## src/rtl/apb_master_arbiter_if.sv

```systemverilog
`default_nettype none
// +----------------------------------------------------------------------------+
// | Module   : apb_master_arbiter_if                                           |
// | Brief    : Requester bundle plus APB master port for apb_master_arbiter    |
// | Revision : 1.0                                                             |
// +----------------------------------------------------------------------------+
interface apb_master_arbiter_if #(
    parameter int NUM_REQ = 4
);
    // Local requester side; per-requester fields are packed with requester i at slice i
    logic [NUM_REQ-1:0]      req_valid;
    logic [NUM_REQ-1:0]      req_ready;
    logic [NUM_REQ-1:0]      req_write;
    logic [NUM_REQ*32-1:0]   req_addr;
    logic [NUM_REQ*32-1:0]   req_wdata;
    logic [NUM_REQ*4-1:0]    req_strb;
    logic [NUM_REQ*3-1:0]    req_prot;
    logic [NUM_REQ-1:0]      rsp_valid;
    logic [31:0]             rsp_rdata;
    logic                    rsp_slverr;

    // APB fabric side
    logic                    PSEL;
    logic                    PENABLE;
    logic [31:0]             PADDR;
    logic                    PWRITE;
    logic [31:0]             PWDATA;
    logic [3:0]              PSTRB;
    logic [2:0]              PPROT;
    logic [31:0]             PRDATA;
    logic                    PREADY;
    logic                    PSLVERR;

    modport master (
        input  req_valid, req_write, req_addr, req_wdata, req_strb, req_prot,
        input  PRDATA, PREADY, PSLVERR,
        output req_ready, rsp_valid, rsp_rdata, rsp_slverr,
        output PSEL, PENABLE, PADDR, PWRITE, PWDATA, PSTRB, PPROT
    );

    modport slave (
        output req_valid, req_write, req_addr, req_wdata, req_strb, req_prot,
        output PRDATA, PREADY, PSLVERR,
        input  req_ready, rsp_valid, rsp_rdata, rsp_slverr,
        input  PSEL, PENABLE, PADDR, PWRITE, PWDATA, PSTRB, PPROT
    );
endinterface
`default_nettype wire

```

## src/rtl/apb_master_arbiter.sv

```systemverilog
`default_nettype none
// +----------------------------------------------------------------------------+
// | Module   : apb_master_arbiter                                              |
// | Brief    : Round-robin sharing of one APB master port among NUM_REQ        |
// |            requesters; optional ACCESS timeout under APB_TIMEOUT_EN.       |
// | Revision : 1.0                                                             |
// +----------------------------------------------------------------------------+
module apb_master_arbiter #(
    parameter int NUM_REQ        = 4,
    parameter int TIMEOUT_CYCLES = 256
) (
    input  logic                 PCLK,
    input  logic                 PRESET,
    apb_master_arbiter_if.master bus
);

    localparam int                  c_IDXW     = (NUM_REQ > 1) ? $clog2(NUM_REQ) : 1;
    localparam logic [c_IDXW-1:0]   c_LAST_RST = c_IDXW'(NUM_REQ - 1);
    localparam logic [NUM_REQ-1:0]  c_ONE      = NUM_REQ'(1);

    localparam logic [1:0] c_ST_IDLE   = 2'd0;
    localparam logic [1:0] c_ST_SETUP  = 2'd1;
    localparam logic [1:0] c_ST_ACCESS = 2'd2;

    typedef enum logic [1:0] {
        S_IDLE   = c_ST_IDLE,
        S_SETUP  = c_ST_SETUP,
        S_ACCESS = c_ST_ACCESS
    } state_t;

    if (NUM_REQ < 2 || NUM_REQ > 8 || TIMEOUT_CYCLES < 1 || TIMEOUT_CYCLES > 65536) begin : g_param_check
        $error("apb_master_arbiter: NUM_REQ or TIMEOUT_CYCLES out of range");
    end

    state_t              r_state;
    state_t              w_state_nxt;

    logic [c_IDXW-1:0]   r_last_grant;
    logic [c_IDXW-1:0]   r_grant;
    logic [c_IDXW-1:0]   w_pick;
    logic [c_IDXW-1:0]   w_scan;
    logic                w_any;
    logic                w_handshake;
    logic [NUM_REQ-1:0]  w_req_ready;

    logic                w_psel;
    logic                w_penable;
    logic                w_complete;
    logic                w_abort;
    logic                w_tmo_hit;

    logic [31:0]         r_paddr;
    logic                r_pwrite;
    logic [31:0]         r_pwdata;
    logic [3:0]          r_pstrb;
    logic [2:0]          r_pprot;

    logic [NUM_REQ-1:0]  r_rsp_valid;
    logic [31:0]         r_rsp_rdata;
    logic                r_rsp_slverr;

    logic [31:0]         w_addr  [NUM_REQ];
    logic [31:0]         w_wdata [NUM_REQ];
    logic [3:0]          w_strb  [NUM_REQ];
    logic [2:0]          w_prot  [NUM_REQ];

    for (genvar gi = 0; gi < NUM_REQ; gi++) begin : g_unpack
        assign w_addr[gi]  = bus.req_addr[32*gi +: 32];
        assign w_wdata[gi] = bus.req_wdata[32*gi +: 32];
        assign w_strb[gi]  = bus.req_strb[4*gi +: 4];
        assign w_prot[gi]  = bus.req_prot[3*gi +: 3];
    end

    // Scan downward so the nearest requester after last_grant is the one that sticks
    always_comb begin
        w_pick = '0;
        w_any  = 1'b0;
        w_scan = '0;
        for (int k = NUM_REQ; k >= 1; k--) begin
            w_scan = c_IDXW'((int'(r_last_grant) + k) % NUM_REQ);
            if (bus.req_valid[w_scan]) begin
                w_pick = w_scan;
                w_any  = 1'b1;
            end
        end
    end

    assign w_handshake = (r_state == S_IDLE) && w_any && !PRESET;

    always_comb begin
        w_req_ready = '0;
        if (w_handshake) begin
            w_req_ready[w_pick] = 1'b1;
        end
    end

`ifdef APB_TIMEOUT_EN
    localparam logic [15:0] c_TMO_LAST = 16'(TIMEOUT_CYCLES - 1);

    logic [15:0] r_tmo_cnt;

    // Counts ACCESS cycles without PREADY; hit marks the final allowed wait cycle
    always_ff @(posedge PCLK) begin
        if (PRESET || r_state == S_SETUP) begin
            r_tmo_cnt <= '0;
        end else if (r_state == S_ACCESS && !bus.PREADY) begin
            r_tmo_cnt <= r_tmo_cnt + 16'd1;
        end
    end

    assign w_tmo_hit = (r_tmo_cnt == c_TMO_LAST);
`else
    assign w_tmo_hit = 1'b0;
`endif

    always_ff @(posedge PCLK) begin
        if (PRESET) begin
            r_state <= S_IDLE;
        end else begin
            r_state <= w_state_nxt;
        end
    end

    always_comb begin
        w_state_nxt = r_state;
        w_psel      = 1'b0;
        w_penable   = 1'b0;
        w_complete  = 1'b0;
        w_abort     = 1'b0;
        case (r_state)
            S_IDLE: begin
                if (w_any) begin
                    w_state_nxt = S_SETUP;
                end
            end
            S_SETUP: begin
                w_psel      = 1'b1;
                w_state_nxt = S_ACCESS;
            end
            S_ACCESS: begin
                w_psel    = 1'b1;
                w_penable = 1'b1;
                if (bus.PREADY) begin
                    w_complete  = 1'b1;
                    w_state_nxt = S_IDLE;
                end else if (w_tmo_hit) begin
                    w_abort     = 1'b1;
                    w_state_nxt = S_IDLE;
                end
            end
            default: begin
                w_state_nxt = S_IDLE;
            end
        endcase
    end

    always_ff @(posedge PCLK) begin
        if (PRESET) begin
            r_last_grant <= c_LAST_RST;
            r_grant      <= '0;
            r_paddr      <= '0;
            r_pwrite     <= 1'b0;
            r_pwdata     <= '0;
            r_pstrb      <= '0;
            r_pprot      <= '0;
            r_rsp_valid  <= '0;
            r_rsp_rdata  <= '0;
            r_rsp_slverr <= 1'b0;
        end else begin
            r_rsp_valid <= '0;
            if (w_handshake) begin
                r_last_grant <= w_pick;
                r_grant      <= w_pick;
                r_paddr      <= w_addr[w_pick];
                r_pwrite     <= bus.req_write[w_pick];
                r_pwdata     <= w_wdata[w_pick];
                r_pstrb      <= w_strb[w_pick];
                r_pprot      <= w_prot[w_pick];
            end
            if (w_complete) begin
                r_rsp_valid  <= c_ONE << r_grant;
                r_rsp_rdata  <= r_pwrite ? 32'd0 : bus.PRDATA;
                r_rsp_slverr <= bus.PSLVERR;
            end else if (w_abort) begin
                r_rsp_valid  <= c_ONE << r_grant;
                r_rsp_rdata  <= 32'd0;
                r_rsp_slverr <= 1'b1;
            end
        end
    end

    assign bus.req_ready  = w_req_ready;
    assign bus.rsp_valid  = r_rsp_valid;
    assign bus.rsp_rdata  = r_rsp_rdata;
    assign bus.rsp_slverr = r_rsp_slverr;
    assign bus.PSEL       = w_psel;
    assign bus.PENABLE    = w_penable;
    assign bus.PADDR      = r_paddr;
    assign bus.PWRITE     = r_pwrite;
    assign bus.PWDATA     = r_pwdata;
    assign bus.PSTRB      = r_pstrb;
    assign bus.PPROT      = r_pprot;

endmodule
`default_nettype wire
```

## src/flat_wrapper.sv

```systemverilog
// flat-port wrapper written by rule: the top's interface ports become plain ports
module apb_master_arbiter_flat 
#(
    parameter int NUM_REQ        = 4,
    parameter int TIMEOUT_CYCLES = 256
)
  (PCLK, PRESET, bus_req_valid, bus_req_write, bus_req_addr, bus_req_wdata, bus_req_strb, bus_req_prot, bus_PRDATA, bus_PREADY, bus_PSLVERR, bus_req_ready, bus_rsp_valid, bus_rsp_rdata, bus_rsp_slverr, bus_PSEL, bus_PENABLE, bus_PADDR, bus_PWRITE, bus_PWDATA, bus_PSTRB, bus_PPROT);
  apb_master_arbiter_if #(.NUM_REQ(NUM_REQ)) bus_i ();
  input  logic PCLK;
  input  logic PRESET;
  input wire logic [$bits(bus_i.req_valid)-1:0] bus_req_valid;
  input wire logic [$bits(bus_i.req_write)-1:0] bus_req_write;
  input wire logic [$bits(bus_i.req_addr)-1:0] bus_req_addr;
  input wire logic [$bits(bus_i.req_wdata)-1:0] bus_req_wdata;
  input wire logic [$bits(bus_i.req_strb)-1:0] bus_req_strb;
  input wire logic [$bits(bus_i.req_prot)-1:0] bus_req_prot;
  input wire logic [$bits(bus_i.PRDATA)-1:0] bus_PRDATA;
  input wire logic [$bits(bus_i.PREADY)-1:0] bus_PREADY;
  input wire logic [$bits(bus_i.PSLVERR)-1:0] bus_PSLVERR;
  output wire logic [$bits(bus_i.req_ready)-1:0] bus_req_ready;
  output wire logic [$bits(bus_i.rsp_valid)-1:0] bus_rsp_valid;
  output wire logic [$bits(bus_i.rsp_rdata)-1:0] bus_rsp_rdata;
  output wire logic [$bits(bus_i.rsp_slverr)-1:0] bus_rsp_slverr;
  output wire logic [$bits(bus_i.PSEL)-1:0] bus_PSEL;
  output wire logic [$bits(bus_i.PENABLE)-1:0] bus_PENABLE;
  output wire logic [$bits(bus_i.PADDR)-1:0] bus_PADDR;
  output wire logic [$bits(bus_i.PWRITE)-1:0] bus_PWRITE;
  output wire logic [$bits(bus_i.PWDATA)-1:0] bus_PWDATA;
  output wire logic [$bits(bus_i.PSTRB)-1:0] bus_PSTRB;
  output wire logic [$bits(bus_i.PPROT)-1:0] bus_PPROT;
  assign bus_i.req_valid = bus_req_valid;
  assign bus_i.req_write = bus_req_write;
  assign bus_i.req_addr = bus_req_addr;
  assign bus_i.req_wdata = bus_req_wdata;
  assign bus_i.req_strb = bus_req_strb;
  assign bus_i.req_prot = bus_req_prot;
  assign bus_i.PRDATA = bus_PRDATA;
  assign bus_i.PREADY = bus_PREADY;
  assign bus_i.PSLVERR = bus_PSLVERR;
  assign bus_req_ready = bus_i.req_ready;
  assign bus_rsp_valid = bus_i.rsp_valid;
  assign bus_rsp_rdata = bus_i.rsp_rdata;
  assign bus_rsp_slverr = bus_i.rsp_slverr;
  assign bus_PSEL = bus_i.PSEL;
  assign bus_PENABLE = bus_i.PENABLE;
  assign bus_PADDR = bus_i.PADDR;
  assign bus_PWRITE = bus_i.PWRITE;
  assign bus_PWDATA = bus_i.PWDATA;
  assign bus_PSTRB = bus_i.PSTRB;
  assign bus_PPROT = bus_i.PPROT;
  apb_master_arbiter #(.NUM_REQ(NUM_REQ), .TIMEOUT_CYCLES(TIMEOUT_CYCLES)) u_core (.PCLK(PCLK), .PRESET(PRESET), .bus(bus_i));
endmodule
```

## config.mk

```make
export PLATFORM = sky130hd
export DESIGN_NAME = apb_master_arbiter_flat
export DESIGN_NICKNAME = d
export VERILOG_FILES = /design/src/rtl/apb_master_arbiter_if.sv /design/src/rtl/apb_master_arbiter.sv /design/src/flat_wrapper.sv
export SDC_FILE = /design/constraint.sdc
export NUM_CORES = 1
export LEC_CHECK = 0
export CAP_MARGIN = 20
export CORE_AREA = 4 4 170 172
export CTS_CLUSTER_DIAMETER = 120
export DETAILED_ROUTE_END_ITERATION = 8
export DIE_AREA = 0 0 174 176
export SYNTH_ARGS = -nofsm -noshare
export SYNTH_HDL_FRONTEND = slang
export SYNTH_SLANG_ARGS = --single-unit
```

## constraint.sdc

```tcl
create_clock -name PCLK -period 2.9 [get_ports PCLK]
set_input_delay 0.29 -clock PCLK [delete_from_list [all_inputs] [get_ports PCLK]]
set_output_delay 0.29 -clock PCLK [all_outputs]
set_load 0.02 [all_outputs]
```

==> metrics, run 1 <==
status=finished clean; Slew HR=63.6%; Final WS setup=0.228 ns; Synth area leader=dfxtp_1; PwrDens=594 mW/mm^2; Cell Rows=61; initial DRC count=213; grt met3 use=6.49%; WHS=0.455 ns; clock root cell=clkbuf_16; Worst Setup Path Type=in -> out; Starting Density=21.5%; Leak=4.50 nW; area post-placement=0.0106 mm^2; cell area after layout=0.0112 mm^2; post-synth net total=867; met2 usage=27.4%; crit path from=bus_req_valid[0]; R2R Path End=u_core.bus.PADDR[24]$_SDFFE_PP0P_; Ys Warns=0; total core area=0.0275 mm^2; Hold Crit Class=in -> reg; crit path capture=bus_req_ready[1]; max cap viols=0; power after layout=6.66 mW; Max Clock Freq=374 MHz; worst slew pin tran=0.546 ns; full die area=0.0306 mm^2; H-tree depth=4; RSZ-0062 raised after global routing=no; worst-case reg-to-reg path depth=7; Switch Pwr=2.13 mW; clock sink count=115; CTS buffer count=17; drt pass-1 iters=5; CTS max path bufs=2; clock slew at reported path FFs=0.07 ns; postcts setup bufs=0; Crit Reg-Reg Startpoint=u_core.r_last_grant[0]$_SDFFE_PP1P_; IO Port Bufs=442; Worst EP arrival=2.38 ns; area grow syn2layout=89.6%; GRT Util Overall=15.9%; Area contributors post-synth=dfxtp_1 39%, mux2i_1 25%, o221ai_2 9.1%, o221ai_1 5.3%, a22o_1 5.0%; Worst Skew=0.0167 ns; endpoint type of the worst setup path=output pin; grt met1 use=18.4%; Worst EP required=2.61 ns; Peak supply drop=0.000365 V; GRT busiest layer=met2; sequential-to-total area share from yosys stat=38.9%; Startpoint Class=primary input; total gr overflow=0; Final Critical Period=2.67 ns; initial antenna violation count=0; Finished Layout Cells=1327; share of Yosys cell area claimed by the top area cell type=38.9%; Synth Instances=535; Mapped Avg Cell Area=11.1 um^2; layout net count=1300; pin count of the biggest net entering global routing=74; DP HPWL=19200 um; Seq pwr share=29.4%; Die Span Y=176 um; vias in the first global route=6315; final number of setup-violating endpoints=0; total wire length=25500 um; Antenna Cells=0; Final Util=40.8%; switching part of the total=32.0%; clock group share of total power=34.3%; CTS tree=built; number of synthesized register bits=115; Max FO, Critical Path=11; via count=5970; worst slack at placement=0.220 ns; die span in x=174 um; first-pass GRT wire length=38000 um; Clk Latency, worst-skew pair=0.42 ns; post-synthesis cell type count=33; Setup TNS Final=0 ns; combinational share of power=36.3%; Final Cycle Share=92.1%; Fin. Hold Viols=0; drt drc=0; io pins=443; Avg Vias per Cell=4.50; layout cells sized above 1=9.79%; Final ANT Viol Nets=0; WL/cell=19.2 um; commonest non-fill, non-tap cell in the layout=clkdlybuf4s50_1; fin. max-slew vios=0; r2r setup slk=0.76 ns; Mapped Area=0.00591 mm^2; Int Pwr=4.53 mW; DP Cell Count=1295; commonest cells after routing, fill and taps aside=442 x clkdlybuf4s50_1, 146 x mux2i_1, 115 x dfxtp_1; gp weighted congestion=0.765
[synthesized netlist by cell type, drive strengths merged]
library cell	n
nand3	1
nor4bb	1
a22o	34
ha	4
nor4b	2
bufbuf	1
nor2b	2
clkbuf	12
nand2	78
mux2i	146
nand2b	3
nor4	1
a22oi	1
clkinv	1
or4	1
o221ai	72
nor3	2
buf	34
nor2	9
o22ai	1
a21oi	7
a211oi	1
a21o	1
dfxtp	115
inv	5
[power groups by stage]
stage / Sequential, mW / Clock [mW] / Combinational, mW
2_1_floorplan: 2.25 / 0 / 1.09
3_3_place_gp: 1.99 / 0 / 2.44
3_5_place_dp: 1.99 / 0 / 2.45
4_1_cts: 1.96 / 2.36 / 2.46
5_1_grt: 1.99 / 2.43 / 2.58
6_report: 1.96 / 2.29 / 2.42
[timing repair]
action / 4_1_cts / 5_1_grt
hold buffers: 0 / 0
gates resized for setup: 0 / 1
endpoints found under the setup margin: 0 / 1
hold endpoints to repair: 0 / 0
[how the worst min path moves through the flow]
stage | from | end | slack, ns | cells after the start
5_1_grt | bus_PRDATA[24] | u_core.bus.rsp_rdata[24]$_SDFFE_PP0N_ | 0.44 | 2
2_1_floorplan | bus_PRDATA[0] | u_core.bus.rsp_rdata[0]$_SDFFE_PP0N_ | 0.42 | 1
3_5_place_dp | u_core.bus.PWDATA[6]$_SDFFE_PP0P_ | u_core.bus.PWDATA[6]$_SDFFE_PP0P_ | 0.45 | 2
6_report | bus_PRDATA[24] | u_core.bus.rsp_rdata[24]$_SDFFE_PP0N_ | 0.46 | 2
4_1_cts | bus_PRDATA[24] | u_core.bus.rsp_rdata[24]$_SDFFE_PP0N_ | 0.44 | 2
3_3_place_gp | u_core.bus.PADDR[19]$_SDFFE_PP0P_ | u_core.bus.PADDR[19]$_SDFFE_PP0P_ | 0.44 | 2
[cell type report]
class	count	area, um^2
clock buffer	19	453
clock inverter	13	173
fill	2674	16300
inverter	6	22.5
multi-input combinational	367	3200
sequential	115	2300
tap	346	433
timing repair buffer	461	4630
[per-layer routing]
layer / routed length (um) / part of all wire [%]
met4: 419 / 1.6
met1: 10200 / 40
met5: 0 / 0
met2: 12600 / 49
met3: 2240 / 8.8
[logic make-up after synthesis]
group | synth area share [%]
buffers and inverters | 7.56
AO/OA/AOI/OAI | 20.9
flip-flops | 38.9
multiplexers | 24.7
adder cells (fa/ha/maj) | 0.847
AND/OR/NAND/NOR | 7.07
[flip-flops by register name (all words and copies together) (netlist names)]
register / count
u_core.bus.PADDR: 32
u_core.bus.PPROT: 3
u_core.bus.PSTRB: 4
u_core.bus.PWDATA: 32
u_core.bus.PWRITE: 1
u_core.bus.rsp_rdata: 32
u_core.bus.rsp_slverr: 1
u_core.bus.rsp_valid: 4
u_core.r_grant: 2
u_core.r_last_grant: 2
u_core.r_state: 2
[critical path, stage by stage]
cell and delay, ns:
clkdlybuf4s50_1 0.53, inv_1 0.05, a22o_1 0.26, a211oi_4 0.34
buf_4 0.29, nor2_1 0.07, clkdlybuf4s50_1 0.54
(Power assumes the default switching activity.)
==> run 2, diff against run 1 <==
Settings changed: ABC_CLOCK_PERIOD_IN_PS set to 2900.
==> results of run 2 <==
The final DEF is identical to that of run 1; final timing and power are the same.
==> edit (config.mk and constraints of run 2) <==
`NUM_REQ` is set to 4 in 3 places; all go to 2.
--- a/src/rtl/apb_master_arbiter_if.sv
+++ b/src/rtl/apb_master_arbiter_if.sv
@@ -7,3 +7,3 @@
 interface apb_master_arbiter_if #(
-    parameter int NUM_REQ = 4
+    parameter int NUM_REQ = 2
 );
--- a/src/rtl/apb_master_arbiter.sv
+++ b/src/rtl/apb_master_arbiter.sv
@@ -8,3 +8,3 @@
 module apb_master_arbiter #(
-    parameter int NUM_REQ        = 4,
+    parameter int NUM_REQ        = 2,
     parameter int TIMEOUT_CYCLES = 256
--- a/src/flat_wrapper.sv
+++ b/src/flat_wrapper.sv
@@ -3,3 +3,3 @@
 #(
-    parameter int NUM_REQ        = 4,
+    parameter int NUM_REQ        = 2,
     parameter int TIMEOUT_CYCLES = 256
Ports: changed (8 resized); port bits go from 443 to 293. No check against the original RTL was run, so the function may have changed too.
==> edit against run 2 <==
Cell area decreased by 31%. Sequential power down 5%. Setup slack improved by 0.23 ns. Power decreased by 30%. Sequential cell count shrank 4. Wire length is 34% lower. Non-clock buffer count decreased by 160. Synthesized area shrank 29%. Critical endpoint is now bus_req_ready[0]. Largest power group is now registers.
==> edit: results (changes against run 2) <==
outcome: "finished clean"
h-tree-depth: 3  # -1
synthTopCellsByArea: "dfxtp_1 (53%), a221o_1 (14%), and3_1 (8.8%)"
skew_ns: 0.0162  # -0.000542 ns
via_per_inst: 4.17  # -7.2%
grt_pass1_wl_um: 25200  # -34%
ys_seq_area_frac: 0.529  # +0.139
stdcell_count: 1012  # -24%
synth_nets: 574  # -34%
gr-usage-met1: 0.131  # -0.0526
fill_cells: 2906  # +8.7%
slew_headroom: 0.469  # -0.167
netlist_instances: 388  # -27%
min_path_type: "reg -> reg"
use_met2: 0.177  # -0.0972
grt_pass1_vias: 4230  # -33%
avgRoutedWirePerCell_um: 16.7  # -13%
netlist_top_cells_count: "dfxtp_1 (111), and3_1 (59), a221o_1 (58)"
crit_type: "reg -> out"
worstPathMaxFanout: 6  # -5
dpl.hpwl_um: 12300  # -36%
reg2regPathDepth: 6  # -1
first_pass_iters: 6  # +1
synth_cell_type_count: 28  # -15%
fin_nets: 847  # -35%
numCtsBuffers: 9  # -8
regToRegSetupSlack_ns: 0.70  # -0.06 ns
peakVddDrop_uv: 218  # -40%
==> edit: logic make-up (layout without fill, tap and decap cells) <==
group                      Yosys count  in the layout  synth area share
buffers and inverters               41            319            0.0554
AOI/OAI and AO/OA                  111            111             0.248
adders and majority gates            4              4            0.0119
DFF                                111            111             0.529
muxes                                2              2           0.00476
and+or+nand+nor                    119            119             0.151
==> edit: area by class of cell <==
class,instances,area share
clock inverters,5,0.00568
clock buffers,11,0.0302
multi-input cells,236,0.229
flip-flops and latches,111,0.288
inverters,2,0.000975
well taps,346,0.0562
repair buffers,301,0.390
==> edit: per-stage QoR <==
stage / setup slack, ns / cell area [um2]
2_1_floorplan: 1.23 / 4200
3_5_place_dp: 0.425 / 7430
5_1_grt: 0.287 / 7700
3_3_place_gp: 0.415 / 7430
6_report: 0.460 / 7700
4_1_cts: 0.377 / 7700
==> edit: power by group <==
group          total (mW)  internal [mW]  switching [mW]
logic                1.54          0.796           0.747
registers            1.87           1.74           0.127
clock network        1.22          0.596           0.625
total                4.63           3.13            1.50
